$ cat config.mk
export PLATFORM = sky130hd
export DESIGN_NAME = pc_fetch
export DESIGN_NICKNAME = d
export VERILOG_FILES = /design/src/rtl/pc_fetch.sv
export SDC_FILE = /design/constraint.sdc
export NUM_CORES = 1
export LEC_CHECK = 0
export BUFFER_PORTS_ARGS = -buffer_cell sky130_fd_sc_hd__buf_2
export CORE_MARGIN = 1.5
export CORE_UTILIZATION = 41
export DETAILED_ROUTE_END_ITERATION = 10
export PLACE_DENSITY = 0.61
export RECOVER_POWER = 100
export REMOVE_ABC_BUFFERS = 1
export SLEW_MARGIN = 20
export SYNTH_ARGS = -nofsm -noshare
export SYNTH_HDL_FRONTEND = slang
export SYNTH_SLANG_ARGS = --single-unit
$ cat constraint.sdc
create_clock -name clk -period 2.7 [get_ports clk]
set_input_delay 0.54 -clock clk [delete_from_list [all_inputs] [get_ports clk]]
set_output_delay 0.54 -clock clk [all_outputs]
set_load 0.02 [all_outputs]
$ cat src/rtl/pc_fetch.sv
// pc_fetch: program-counter and instruction-fetch stage of the naive-mips pipeline.
//
// Generates sequential, branch and flush PCs, runs a req/ack handshake with the
// instruction memory and presents {if_pc, if_inst, if_valid} to the IF/ID
// register, freezing them while the pipeline is stalled.
//
// Configuration macro:
//   IF_DELAY_SLOT_EN  defined   -> MIPS branch delay slot: the sequential
//                                  instruction after a branch is delivered
//                                  before the fetch is redirected.
//                     undefined -> branches redirect at once and the in-flight
//                                  sequential instruction is discarded.
//
// Ports:
//   clk              clock, rising edge
//   rst              asynchronous reset, active low
//   stall            IF/ID cannot accept; hold a valid output
//   flush            exception/eret redirect to new_pc, highest priority
//   new_pc           flush target
//   branch_flag_i    taken branch/jump resolved in ID
//   branch_target_i  branch target
//   inst_req         fetch request to instruction memory
//   inst_addr        fetch address, stable while inst_req is high
//   inst_ack         memory returns inst_rdata this cycle
//   inst_rdata       fetched instruction
//   if_pc            PC of the delivered instruction
//   if_inst          delivered instruction
//   if_valid         if_pc/if_inst are valid
module pc_fetch #(
  parameter int unsigned       ADDR_W   = 32,
  parameter int unsigned       DATA_W   = 32,
  parameter logic [ADDR_W-1:0] RESET_PC = ADDR_W'(32'hBFC0_0000)
) (
  input  logic              clk,
  input  logic              rst,
  input  logic              stall,
  input  logic              flush,
  input  logic [ADDR_W-1:0] new_pc,
  input  logic              branch_flag_i,
  input  logic [ADDR_W-1:0] branch_target_i,
  output logic              inst_req,
  output logic [ADDR_W-1:0] inst_addr,
  input  logic              inst_ack,
  input  logic [DATA_W-1:0] inst_rdata,
  output logic [ADDR_W-1:0] if_pc,
  output logic [DATA_W-1:0] if_inst,
  output logic              if_valid
);

`ifdef IF_DELAY_SLOT_EN
  localparam bit DelaySlotEn = 1'b1;
`else
  localparam bit DelaySlotEn = 1'b0;
`endif

  typedef enum logic [1:0] {
    StIdle,
    StReq,
    StHold
  } state_e;

  state_e              state_q, state_d;
  logic [ADDR_W-1:0]   pc_q, pc_d;          // address of the current/next fetch
  logic                req_q, req_d;
  logic [ADDR_W-1:0]   if_pc_q, if_pc_d;
  logic [DATA_W-1:0]   if_inst_q, if_inst_d;
  logic                if_valid_q, if_valid_d;
  logic                pend_vld_q, pend_vld_d;  // redirect waiting for the outstanding ack
  logic [ADDR_W-1:0]   pend_pc_q, pend_pc_d;
  logic                ds_pend_q, ds_pend_d;    // next delivered instruction is a delay slot

  logic                accept;
  logic                hold_out;
  logic                new_branch;
  logic [ADDR_W-1:0]   flush_pc;
  logic [ADDR_W-1:0]   branch_pc;
  logic [ADDR_W-1:0]   seq_pc;

  localparam logic [ADDR_W-1:0] AlignMask = ~ADDR_W'(3);

  assign accept     = req_q & inst_ack;
  assign hold_out   = if_valid_q & stall;
  // A branch arriving while a redirect is already pending loses to it.
  assign new_branch = branch_flag_i & ~pend_vld_q;
  assign flush_pc   = new_pc & AlignMask;
  assign branch_pc  = branch_target_i & AlignMask;
  assign seq_pc     = pc_q + ADDR_W'(4);

  always_comb begin
    state_d    = state_q;
    pc_d       = pc_q;
    req_d      = req_q;
    if_pc_d    = if_pc_q;
    if_inst_d  = if_inst_q;
    if_valid_d = if_valid_q;
    pend_vld_d = pend_vld_q;
    pend_pc_d  = pend_pc_q;
    ds_pend_d  = ds_pend_q;

    unique case (state_q)
      StIdle: begin
        state_d = StReq;
        req_d   = 1'b1;
        if (flush) begin
          pc_d = flush_pc;
        end else if (new_branch) begin
          if (DelaySlotEn) begin
            // The sequential fetch at pc is the delay slot; redirect after it.
            pend_vld_d = 1'b1;
            pend_pc_d  = branch_pc;
            ds_pend_d  = 1'b1;
          end else begin
            pc_d = branch_pc;
          end
        end
      end

      StReq: begin
        if (flush) begin
          if_valid_d = 1'b0;
          ds_pend_d  = 1'b0;
          if (accept) begin
            pc_d       = flush_pc;
            pend_vld_d = 1'b0;
          end else begin
            // Request cannot be withdrawn; overwrite any pending branch target.
            pend_vld_d = 1'b1;
            pend_pc_d  = flush_pc;
          end
        end else if (hold_out) begin
          // Output must stay frozen: ignore any ack and refetch pc after the stall.
          state_d = StHold;
          req_d   = 1'b0;
          if (new_branch) begin
            pend_vld_d = 1'b1;
            pend_pc_d  = branch_pc;
            ds_pend_d  = DelaySlotEn;
          end
        end else if (accept) begin
          if (pend_vld_q) begin
            // Delay-slot data is kept; data fetched before a plain redirect is dropped.
            pc_d       = pend_pc_q;
            pend_vld_d = 1'b0;
            ds_pend_d  = 1'b0;
            if_valid_d = ds_pend_q;
            if (ds_pend_q) begin
              if_pc_d   = pc_q;
              if_inst_d = inst_rdata;
            end
          end else if (branch_flag_i) begin
            pc_d       = branch_pc;
            if_valid_d = DelaySlotEn;
            if (DelaySlotEn) begin
              if_pc_d   = pc_q;
              if_inst_d = inst_rdata;
            end
          end else begin
            pc_d       = seq_pc;
            if_pc_d    = pc_q;
            if_inst_d  = inst_rdata;
            if_valid_d = 1'b1;
          end
        end else begin
          if_valid_d = 1'b0;
          if (new_branch) begin
            pend_vld_d = 1'b1;
            pend_pc_d  = branch_pc;
            ds_pend_d  = DelaySlotEn;
          end
        end
      end

      StHold: begin
        if (flush) begin
          state_d    = StReq;
          req_d      = 1'b1;
          if_valid_d = 1'b0;
          pc_d       = flush_pc;
          pend_vld_d = 1'b0;
          ds_pend_d  = 1'b0;
        end else if (stall) begin
          if (new_branch) begin
            pend_vld_d = 1'b1;
            pend_pc_d  = branch_pc;
            ds_pend_d  = DelaySlotEn;
          end
        end else begin
          state_d    = StReq;
          req_d      = 1'b1;
          if_valid_d = 1'b0;
          if (pend_vld_q && !ds_pend_q) begin
            pc_d       = pend_pc_q;
            pend_vld_d = 1'b0;
          end else if (new_branch) begin
            if (DelaySlotEn) begin
              pend_vld_d = 1'b1;
              pend_pc_d  = branch_pc;
              ds_pend_d  = 1'b1;
            end else begin
              pc_d = branch_pc;
            end
          end
        end
      end

      default: begin
        state_d = StIdle;
        req_d   = 1'b0;
      end
    endcase
  end

  always_ff @(posedge clk or negedge rst) begin
    if (!rst) begin
      state_q    <= StIdle;
      pc_q       <= RESET_PC;
      req_q      <= 1'b0;
      if_pc_q    <= RESET_PC;
      if_inst_q  <= '0;
      if_valid_q <= 1'b0;
      pend_vld_q <= 1'b0;
      pend_pc_q  <= RESET_PC;
      ds_pend_q  <= 1'b0;
    end else begin
      state_q    <= state_d;
      pc_q       <= pc_d;
      req_q      <= req_d;
      if_pc_q    <= if_pc_d;
      if_inst_q  <= if_inst_d;
      if_valid_q <= if_valid_d;
      pend_vld_q <= pend_vld_d;
      pend_pc_q  <= pend_pc_d;
      ds_pend_q  <= ds_pend_d;
    end
  end

  assign inst_req  = req_q;
  assign inst_addr = pc_q;
  assign if_pc     = if_pc_q;
  assign if_inst   = if_inst_q;
  assign if_valid  = if_valid_q;

endmodule

## Yosys cells after proc, flatten, opt, wreduce, memory -nomap -nowiden

Index checks and enable logic that the tools add are counted.
Widths: inputs -> output; s select.

- Add/subtract/negate cells: 1
- Equal/unequal tests: 16
- Mux-type cells: 61
- Bitwise logic cells: 6
- Reduce and logical (&&, ||, !) cells: 12

Operators by type and width:

| cell | count |
|---|---|
| $mux 32 | 24 |
| $pmux 32 s3 | 1 |
| $pmux 32 s2 | 1 |
| $add 32x3->32 const B | 1 |
| $mux 1 | 26 |
| $ne 3x3->1 const B | 5 |
| $ne 2x2->1 const B | 5 |
| $reduce_and 3->1 | 3 |
| $mux 2 | 4 |
| $pmux 1 s2 | 3 |
| $pmux 2 s3 | 1 |
| $reduce_and 6->1 | 1 |
| $ne 5x5->1 const B | 1 |
| $reduce_and 5->1 | 1 |
| $ne 2x1->1 const B | 2 |
| $ne 4x4->1 const B | 1 |
| $reduce_and 4->1 | 1 |
| $and 1x1->1 | 3 |
| $not 1->1 | 3 |
| $pmux 1 s3 | 1 |
| $reduce_bool 3->1 | 1 |
| $eq 2x1->1 const B | 1 |
| $eq 2x2->1 const B | 1 |
| $logic_not 2->1 | 1 |
| other kinds (4) | 4 |

- Register bits after elaboration: 134
- Input port bits: 102
- Output and inout bits: 98
- Word-level logic and storage cells: 105

## Longest topological paths before layout

- Word-level depth: 7
- Gate-level depth with buffers: 10
- Gate-level depth less buffers: 8

## Least setup slack after synthesis

No wires, ideal clock.

- Path type: input-to-reg
- Start: in branch_flag_i
- End: reg pc_q[23] (netlist: inst_addr[23])
- Library setup time: 94 ps
- Data arrival time: 1994 ps
- Data required time: 2606 ps
- Setup slack: 612 ps
- Cell stages on the path: 8
- Buffers on the path: 3
- Path through: buf_2 nor2b_1 buf_2 buf_4 mux2i_1 a211oi_1 a2111oi_0 a21oi_1

- Cells in the longest elaborated chain, start to end: 6
- Elaborated cells on any way between the ends: 12
- Classes of those cells: mux (11); bitwise (1)

Ends and longest elaborated chain:

| item | RTL line | text |
|---|---|---|
| start: declaration | 39 | `input logic branch_flag_i,` |
| $and 1x1->1 / $mux 32 (equally long branches) | 84, 150 |  |
| $mux 32 (on tied branches) (4 in a row) | n/a |  |
| $pmux 32 s3 (*) | 100 | `unique case (state_q)` |
| end signal: assignment | 226 | `pc_q <= pc_d;` |
| end: declaration | 63 | `logic [ADDR_W-1:0] pc_q, pc_d;` |

Every way passes the cells marked *; elsewhere a longest branch is shown, timed or not. The select of a mux whose other input is x is not followed.
A chain may end at the register's enable or synchronous reset.

## Final worst setup path

- Start: reg pend_vld_q
- End: reg pc_q[23] (netlist: inst_addr[23])

- Cells in the longest elaborated chain, start to end: 7
- Elaborated cells on any way between the ends: 13
- Classes of those cells: mux (10); bitwise (2); reduce/logical (1)

Ends and longest elaborated chain:

| item | RTL line | text |
|---|---|---|
| start: declaration | 68 | `logic pend_vld_q, pend_vld_d;` |
| start signal: assignment | 231 | `pend_vld_q <= pend_vld_d;` |
| $not 1->1 | 84 | `assign new_branch = branch_flag_i & ~pend_vld_q;` |
| $and 1x1->1 | 84 |  |
| $mux 32 | n/a |  |
| $mux 32 | 191 | `if (pend_vld_q && !ds_pend_q) begin` |
| $mux 32 | 181 | `end else if (stall) begin` |
| $mux 32 | 174 | `if (flush) begin` |
| $pmux 32 s3 (*) | 100 |  |

Marked as above.

==> summary.md <==
| Metric | Value |
|---|---|
| CP Cell Sequence | nor2b_1 -> buf_12 -> mux2i_1 -> a211oi_1 -> a2111oi_0 -> a21oi_1 |
| Routed Antenna Nets | 0 |
| Top Ports | 200 |
| CP max-delay cell | nor2b_1 |
| Vias | 7799 |
| Final GP Congestion | between 0.8 and 0.9 |
| Net Sw Frac | 0.273 |
| Critical path buffers and inverters | 1 |
| RR Endpoint | inst_addr[23] |
| Final Max Tran Viols | 0 |
| Total GRT Usage | 0.252 |
| Hold endpoint | if_inst[16] |
| Req. time, crit path | roughly 3000 ps |
| Final instance area | roughly 10000 sq um |
| DP Worst Slack | about 310 ps |
| Final worst slack | roughly 150 ps |
| Mapped Area | about 8200 sq um |
| Comb pwr share | 0.115 |
| CTS tree | built |
| Layout area overhead | 22.6% |
| Root buffer cell | clkbuf_16 |
| Register area share after synthesis | 0.414 |
| CP Data Arrival Time | 2890 ps |
| Post-DP HPWL | 17.8 mm |
| Top delay family on crit path | compound AO/OA/AOI/OAI gates |
| Die width | approximately 140 microns |
| Reg power frac | 0.422 |
| Lkg Pwr | between 4 and 5 nW |
| Worst Hold Path Cells | 2 |
| Effective utilization at floorplan | 0.419 |
| Vias/cell | roughly 5.9 |
| Final WL | around 26 mm |
| Pre-Repair DR Iteration Count | 9 |
| Async set or reset register ratio after synthesis | 1.00 |
| Most frequent cells in the layout | dfrtp_1, buf_2, clkbuf_1 |
| Yosys cell types | 73 |
| Worst r2r path cells | 6 |
| Post-Syn Instances | 864 |
| Int Pwr | between 3 and 4 mW |
| Reg-to-Reg Start | pend_vld_q |
| P_sw | around 1.4 mW |
| Clock sinks | approximately 130 |
| Die outline height | roughly 140 microns |
| Simple-gate area share of the yosys netlist | 0.130 |
| Startpoint types | flop |
| Crit Path Class | reg -> reg |
| Initial DRC Count | about 720 |
| Worst slew pin tran | between 1000 and 1500 ps |
| Flops & latches, synth | 134 |
| RSZ-0062 raised after global routing | false |
| Synth Area in XOR/XNOR | 0.0171 |
| GRT overflow | 0 |
| Die area | 20800 sq um |
| Port Buffers | around 200 |
| Final number of hold-violating endpoints | 0 |
| Final Cycle Share | 0.944 |
| Clock power frac | 0.463 |
| CP Max Fanout | 19 |
| Hold Crit Start | inst_rdata[16] |
| Final Critical Period | 2550 ps |
| Hold buffer count at cts | 0 |
| Number of flops mapped to enable cells by yosys | 0 |
| Power Density | 524 nW/um^2 |
| Pwr Total | approximately 5.3 mW |
| Mux contribution to synthesized area | 0.163 |
| WHS | about 330 ps |
| Core area | just under 20000 sq um |
| CTS H-Tree Depth | 4 |
| Syn. warnings | 0 |
| Row cnt | 51 |
| Vias in the first global route | about 7000 |
| Setup TNS Final | 0 ps |
| Highest Clock Rate | ~390 MHz |
| Share of layout cells above drive strength 1 | 0.275 |
| Ys flop type | dfrtp_1 |
| Setup bufs post-CTS | 0 |
| Total CTS buffers | 17 |
| Status | finished, final reports clean |
| Flop-to-flop setup slack | approximately 150 ps |
| Kind of end point of the critical path | flop |
| Clock Pin Slew Worst Setup and Hold Paths | 70 ps |
| Final setup viols | 0 |
| Syn Area/Cell | between 9 and 10 sq um |
| Compound-Gate Fraction of Synth Area | 0.215 |
| Initial antenna violation count | 1 |
| Max_cap viols | 0 |
| Worst clock skew | around 13 ps |
| Cts repair resizes | 0 |
| Worst Hold Class | in -> reg |
| VDD IR max | 0.449 mV |
| Relative slew slack | 0.00250 |
| Cell area after placement | a little under 10000 sq um |
| Post-synthesis adder-cell area fraction | 0.00764 |
| Most common cell after layout, fill and taps aside | dfrtp_1 |
| Largest net degree at the start of global routing | 58 |
| WL/cell | a little under 20 microns |
| Clock Tree Buf Depth | 2 |
| Clk_lat worst skew | ~430 ps |
| First-pass GRT wire length | 39.8 mm |
| Largest family of logic cells by synthesized area | compound AO/OA/AOI/OAI gates |
| CP max stage delay | ~670 ps |
| DRC | 0 |
| Fin nets | ~1200 |
[cell families (layout without fill, tap and decap cells)]
logic type,after synthesis,count (layout)
AO/OA/AOI/OAI,266,266
XOR/XNOR,16,16
adder cells (fa/ha/maj),5,5
buffers and inverters,94,295
flip-flops,134,134
multiplexers,125,125
other,0,1
AND/OR/NAND/NOR,224,224
[per-stage QoR]
step,instances,util
finish,1331,0.514
global route,1330,0.514
CTS,1330,0.523
detailed placement,1298,0.493
global placement,1298,0.493
floorplan,788,-
[registers in the layout (all words and copies together), names as in the netlist]
name and flops:
if_valid 1, if_inst 32, ds_pend_q 1, inst_addr 32, state_q 2, inst_req 1
pend_vld_q 1, pend_pc_q 32, if_pc 32
[synth_stat cells, types with 4 or more instances]
master,instances,area share
nand2_1,69,0.032
and4_1,5,0.0053
mux2_2,68,0.094
nor4_1,6,0.0046
xor2_1,6,0.0064
nand2b_1,8,0.0061
dfstp_2,27,0.087
xnor2_1,10,0.011
a22oi_1,5,0.0046
mux2i_1,57,0.070
a2bb2oi_1,10,0.011
nor3_1,8,0.0049
o221ai_1,12,0.013
nand4_1,4,0.0031
a211oi_1,6,0.0055
ha_1,5,0.0076
a21o_1,5,0.0046
buf_1,4,0.0018
a221oi_1,6,0.0064
o31ai_1,8,0.0073
nand3_1,16,0.0098
a31oi_1,14,0.011
a21oi_1,77,0.047
clkbuf_1,39,0.018
nor2b_1,8,0.0061
a22o_1,14,0.015
o211ai_1,9,0.0083
and3_1,5,0.0038
a311oi_1,4,0.0043
inv_1,15,0.0069
buf_2,26,0.016
dfrtp_1,107,0.33
o22ai_1,25,0.019
o21ai_0,41,0.025
nor2_1,78,0.036
[how the worst max path moves through the flow]
stage	from	endpoint	depth (start not counted)
2_1_floorplan	state_q[0]	pend_pc_q[2]	6
3_3_place_gp	flush	inst_addr[1]	6
3_5_place_dp	flush	inst_addr[0]	6
4_1_cts	state_q[1]	inst_addr[0]	8
5_1_grt	rst	inst_addr[30]	2
6_report	pend_vld_q	inst_addr[23]	6
[cell type report]
cell class,count,area [sq um]
diodes,1,2.50
repair buffers,245,1270
multi-input cells,636,4380
inverters,18,67.6
fillers,1894,9490
flip-flops and latches,134,3390
well taps,265,332
clock buffers,18,429
clock inverters,14,171
[layer usage]
layer	track usage	part of all wire	vias to the layer above
met4	0.0766	0.017	2
met3	0.0546	0.096	48
met1	0.346	0.44	3698
li1	-	-	3586
met2	0.397	0.45	465
met5	0	0.00050	-
[power groups by stage]
stage	clock network (mW)	registers (mW)	logic, mW
after CTS	2.48	2.22	0.619
after global placement	0	2.25	0.609
after global routing	2.57	2.23	0.667
after floorplan	0	2.26	0.305
final	2.43	2.22	0.604
after detailed placement	0	2.25	0.616
Note: power is estimated with default switching activity, not from simulation.
